--- src/rtl/fifo_pkg.sv ---
// Width helpers shared by the FIFO family.
// Counts span 0..depth; pointers span 0..depth-1 and are never narrower than one bit.
package fifo_pkg;

   function automatic int fifo_cnt_w(input int depth);
      return $clog2(depth + 1);
   endfunction

   function automatic int fifo_ptr_w(input int depth);
      return (depth <= 2) ? 1 : $clog2(depth);
   endfunction

endpackage

--- src/rtl/fifo_wrap_ptr.sv ---
// Modulo-(MAX+1) pointer: wraps on an explicit compare so any depth works.
module fifo_wrap_ptr #(
   parameter int PTR_W = 3,
   parameter int MAX   = 4
) (
   input  logic             clk,
   input  logic             reset,
   input  logic             clr,
   input  logic             inc,
   output logic [PTR_W-1:0] ptr
);

   localparam logic [PTR_W-1:0] LAST = PTR_W'(MAX);

   logic [PTR_W-1:0] ptr_reg;

   always_ff @(posedge clk) begin
      if (reset || clr) begin
         ptr_reg <= '0;
      end else if (inc) begin
         ptr_reg <= (ptr_reg == LAST) ? '0 : ptr_reg + 1'b1;
      end
   end

   assign ptr = ptr_reg;

endmodule

--- src/rtl/fifo_sync_thr.sv ---
// Synchronous first-word-fall-through FIFO of arbitrary depth with programmable
// almost-full/almost-empty thresholds and sticky overflow/underflow.
module fifo_sync_thr
   import fifo_pkg::*;
#(
   parameter int DATA_WIDTH = 32,
   parameter int FIFO_DEPTH = 8,
   parameter int CNT_W      = fifo_cnt_w(FIFO_DEPTH),
   parameter int PTR_W      = fifo_ptr_w(FIFO_DEPTH)
) (
   input  logic                  clk,
   input  logic                  reset,
   input  logic                  clear,
   input  logic                  wr_en,
   input  logic [DATA_WIDTH-1:0] data_in,
   input  logic                  rd_en,
   input  logic [CNT_W-1:0]      afull_thr,
   input  logic [CNT_W-1:0]      aempty_thr,
   output logic [DATA_WIDTH-1:0] data_out,
   output logic [CNT_W-1:0]      data_count,
   output logic                  empty,
   output logic                  full,
   output logic                  almost_empty,
   output logic                  almost_full,
   output logic                  overflow,
   output logic                  underflow
);

   localparam logic [CNT_W-1:0] DEPTH_CNT = CNT_W'(FIFO_DEPTH);

   logic [DATA_WIDTH-1:0] mem [FIFO_DEPTH];
   logic [CNT_W-1:0]      count_reg;
   logic                  overflow_reg;
   logic                  underflow_reg;
   logic [PTR_W-1:0]      wr_ptr;
   logic [PTR_W-1:0]      rd_ptr;
   logic                  rd_acc;
   logic                  wr_acc;
   logic                  flush;

   assign flush  = reset | clear;
   assign rd_acc = rd_en & ~empty;
   // At full a write only fits when the head leaves in the same cycle.
   assign wr_acc = wr_en & (~full | rd_acc);

   fifo_wrap_ptr #(.PTR_W(PTR_W), .MAX(FIFO_DEPTH - 1)) u_wr_ptr (
      .clk   (clk),
      .reset (reset),
      .clr   (clear),
      .inc   (wr_acc),
      .ptr   (wr_ptr)
   );

   fifo_wrap_ptr #(.PTR_W(PTR_W), .MAX(FIFO_DEPTH - 1)) u_rd_ptr (
      .clk   (clk),
      .reset (reset),
      .clr   (clear),
      .inc   (rd_acc),
      .ptr   (rd_ptr)
   );

   always_ff @(posedge clk) begin
      if (wr_acc && !flush) begin
         mem[wr_ptr] <= data_in;
      end
   end

   always_ff @(posedge clk) begin
      if (flush) begin
         count_reg     <= '0;
         overflow_reg  <= 1'b0;
         underflow_reg <= 1'b0;
      end else begin
         case ({wr_acc, rd_acc})
            2'b10:   count_reg <= count_reg + 1'b1;
            2'b01:   count_reg <= count_reg - 1'b1;
            default: count_reg <= count_reg;
         endcase
         overflow_reg  <= overflow_reg | (wr_en & ~wr_acc);
         underflow_reg <= underflow_reg | (rd_en & ~rd_acc);
      end
   end

   assign data_count   = count_reg;
   assign empty        = (count_reg == '0);
   assign full         = (count_reg == DEPTH_CNT);
   assign almost_full  = (count_reg >= afull_thr);
   assign almost_empty = (count_reg <= aempty_thr);
   assign overflow     = overflow_reg;
   assign underflow    = underflow_reg;
   // Gate the head so a consumer never sees a stale word from a drained FIFO.
   assign data_out     = empty ? '0 : mem[rd_ptr];

endmodule

--- config.mk ---
export PLATFORM = sky130hd
export DESIGN_NAME = fifo_sync_thr
export DESIGN_NICKNAME = d
export VERILOG_FILES = /design/src/rtl/fifo_pkg.sv /design/src/rtl/fifo_wrap_ptr.sv /design/src/rtl/fifo_sync_thr.sv
export SDC_FILE = /design/constraint.sdc
export NUM_CORES = 1
export LEC_CHECK = 0
export CAP_MARGIN = 10
export CORE_UTILIZATION = 55
export DETAILED_ROUTE_END_ITERATION = 16
export MAX_ROUTING_LAYER = met4
export PLACE_DENSITY = 0.78
export SLEW_MARGIN = 20
export SYNTH_ARGS = -nofsm -noshare
export SYNTH_HDL_FRONTEND = slang
export SYNTH_SLANG_ARGS = --single-unit
--- constraint.sdc ---
create_clock -name clk -period 5.3 [get_ports clk]
set_input_delay 1.06 -clock clk [delete_from_list [all_inputs] [get_ports clk]]
set_output_delay 1.06 -clock clk [all_outputs]
set_load 0.005 [all_outputs]
==> metrics.md <==
| Metric | Value |
|---|---|
| Postcts setup bufs | `0` |
| Worst skew pair latency | `approximately 500 ps` |
| Post-Syn Area per Cell | `20.46 um^2` |
| Largest register FFs | `~260` |
| Sequential cell area | `0.007994 mm^2` |
| Status | `complete, no violations` |
| First-pass GRT wire length | `between 30000 and 40000 um` |
| Worst Path Arrival | `between 3000 and 4000 ps` |
| Hold_sp | `u_rd_ptr.ptr[1]` |
| Total die area | `0.01998 mm^2` |
| RR Startpoint | `data_count[2]` |
| Vias | `roughly 5200` |
| Die width | `141.3 um` |
| Rows | `50` |
| Share of the synthesized area in the top cell type | `0.7199` |
| Clk pin slew, worst setup/hold paths | `around 60 ps` |
| CP required | `between 4000 and 5000 ps` |
| Syn_nets | `between 500 and 600` |
| Core ar. | `between 0.015 and 0.02 mm^2` |
| Synth Flop Type | `edfxtp_1` |
| Setup CP Type | `flip-flop to output pin` |
| Global placer's final weighted congestion | `roughly 0.74` |
| Die height | `around 140 um` |
| Largest net degree at the start of global routing | `39` |
| Multi-input gate area | `approximately 0.0026 mm^2` |
| VDD IR max | `between 0.2 and 0.3 mV` |
| Final TNS setup | `0 ps` |
| P_int | `~3.4 mW` |
| Clock Power Share | `0.392` |
| CTS Buf Count | `26` |
| Yosys cell types | `37` |
| Port Buffers | `between 80 and 90` |
| Total Wirelength | `~20000 um` |
| Resized Gates After CTS | `0` |
| Iter 0 DRT Violations | `~350` |
| H-tree depth | `1` |
| Async SR Flop Fraction | `0` |
| Worst hold path class | `flip-flop to flip-flop` |
| Crit. End Element | `output pin` |
| Clock Root Buffer | `clkbuf_16` |
| Layout cell share with drive strength beyond 1 | `0.1935` |
| Cell area power density | `~340 mW/mm^2` |
| RSZ-0062 raised after global routing | `no` |
| Skew final | `7.742 ps` |
| Tightest Pin Transition | `1098 ps` |
| CTS max path bufs | `3` |
| Max_cap viols | `0` |
| Synthesis-to-finish area growth | `19.06%` |
| CTS tree | `yes` |
| Post-synth EDFFs | `around 260` |
| P_sw | `0.8396 mW` |
| Synth warn | `0` |
| Ant diodes | `0` |
| Tmin final | `4184 ps` |
| Synthesized cell area | `~0.011 mm^2` |
| Synth top area cells | `edfxtp_1 (72%), mux4_2 (13%), mux2i_1 (3.3%)` |
| FILL cells | `around 1300` |
| Worst-path fanout max | `20` |
| Routed Antenna Nets | `0` |
| Final setup vio count | `0` |
| Grt ovf | `0` |
| Hold Violations, Final | `0` |
| Vias in the first global route | `between 5000 and 6000` |
| Vias per inst | `5.755` |
| Starting Density | `0.5652` |
| Io pins | `87` |
| FF-to-FF path depth | `5` |
| Combinational Power Share | `0.055` |
| Initial antenna violation count | `0` |
| Most flop-heavy register | `mem` |
| Synth area leader | `edfxtp_1` |
| Count leader, synth | `edfxtp_1` |
| GRT Util Overall | `0.2180` |
| Worst hold path cell count | `2` |
| NumNets Final | `about 690` |
| DRT Pass-1 Iters | `5` |
| Mean routed wirelength per cell | `about 22 um` |
| Leak | `around 4 nW` |
| FF+latch count, synth | `around 270` |
| Flop pwr share | `0.553` |
| DP HPWL | `around 11000 um` |
| Seq/Total Area, Yosys | `0.7481` |
| Syn Inst Count | `about 520` |
| DRC errors left | `0` |
| Slew Viols, Final | `0` |
| Slew HR | `0.2680` |
| Commonest cells post-synth | `edfxtp_1 (256), mux4_2 (64), nor2_1 (45), mux2i_1 (35), dfxtp_1 (15)` |
| Hold_buf cts | `0` |
| Net Sw Frac | `0.1960` |
| Overall Power | `about 4.3 mW` |
| CP startpoint | `data_count[2]` |
| Final period util | `0.7895` |
| Peak Freq | `approximately 240 MHz` |
| Num Clock Sinks | `approximately 270` |
| Critical Path Start Type | `flip-flop` |
==> through the flow <==
stage	cell area (um^2)	util	setup slack, ps	hold slack [ps]	instances
floorplan	10680	-	747.4	449.6	522
global placement	11940	0.6320	1318	457.4	859
detailed placement	11940	0.6320	1261	464.9	859
CTS	12710	0.6729	1039	474.7	906
global route	12710	0.6729	943.0	517.5	906
finish	12710	0.6729	1116	470.1	906
==> power groups by stage <==
| stage | combinational (mW) | clock (mW) | sequential (mW) |
|---|---|---|---|
| floorplan | 0.108 | 0 | 2.41 |
| global placement | 0.229 | 0 | 2.41 |
| detailed placement | 0.238 | 0 | 2.41 |
| CTS | 0.240 | 1.70 | 2.37 |
| global route | 0.257 | 1.78 | 2.37 |
| finish | 0.236 | 1.68 | 2.37 |
==> final timing paths <==
kind,endpoint,slack [ps]
worst max-delay path,data_out[22],1120
worst max register to register,mem[4][19],2580
worst min-delay path,flip-flop,470
worst min register to register,flip-flop,470
==> cell usage in the layout (no fill, tap or decap), types with 5 or more instances in the layout <==
cell type / Yosys / final
buf_4: 6 / 12
a21oi_1: 7 / 7
clkbuf_1: 6 / 12
nand2_1: 7 / 7
inv_1: 12 / 12
nor2_4: 0 / 6
a21o_1: 5 / 5
mux4_2: 64 / 64
clkdlybuf4s50_1: 0 / 86
nor2_1: 45 / 39
edfxtp_1: 256 / 256
nand2b_1: 5 / 5
clkbuf_16: 0 / 27
dfxtp_1: 15 / 12
clkinv_1: 1 / 5
mux2i_1: 35 / 35
ha_1: 14 / 14
==> layer usage <==
layer / wire length, um / track usage
met4: 375 / 0.05435
met2: 10340 / 0.3713
met1: 8321 / 0.2815
met3: 981 / 0.02835
met5: 0 / -
==> worst max-delay path, stage by stage (launching register included) <==
cell and delay (ps):
dfxtp_1 550, or4_1 280, clkinv_1 530, buf_4 460
nor2_1 230, clkdlybuf4s50_1 550
==> final cells by class <==
class | instances | area share
Clock buffer | 41 | 0.05885
Sequential cell | 271 | 0.6288
Timing Repair Buffer | 100 | 0.07795
Inverter | 13 | 0.003838
Clock inverter | 6 | 0.001968
Multi-Input combinational cell | 215 | 0.2030
Tap cell | 260 | 0.02559
==> cell families (layout without fill, tap and decap cells) <==
kind of cell | after synthesis | count (layout) | synth area share
AOI/OAI and AO/OA | 22 | 22 | 0.01512
xor gates and xnor gates | 3 | 3 | 0.002461
buffers and inverters | 36 | 160 | 0.01535
adders and majority gates | 15 | 15 | 0.01828
and+or+nand+nor | 76 | 76 | 0.03293
muxes | 99 | 99 | 0.1678
DFF | 271 | 271 | 0.7481
No activity file was read; power rests on OpenSTA's default activity.
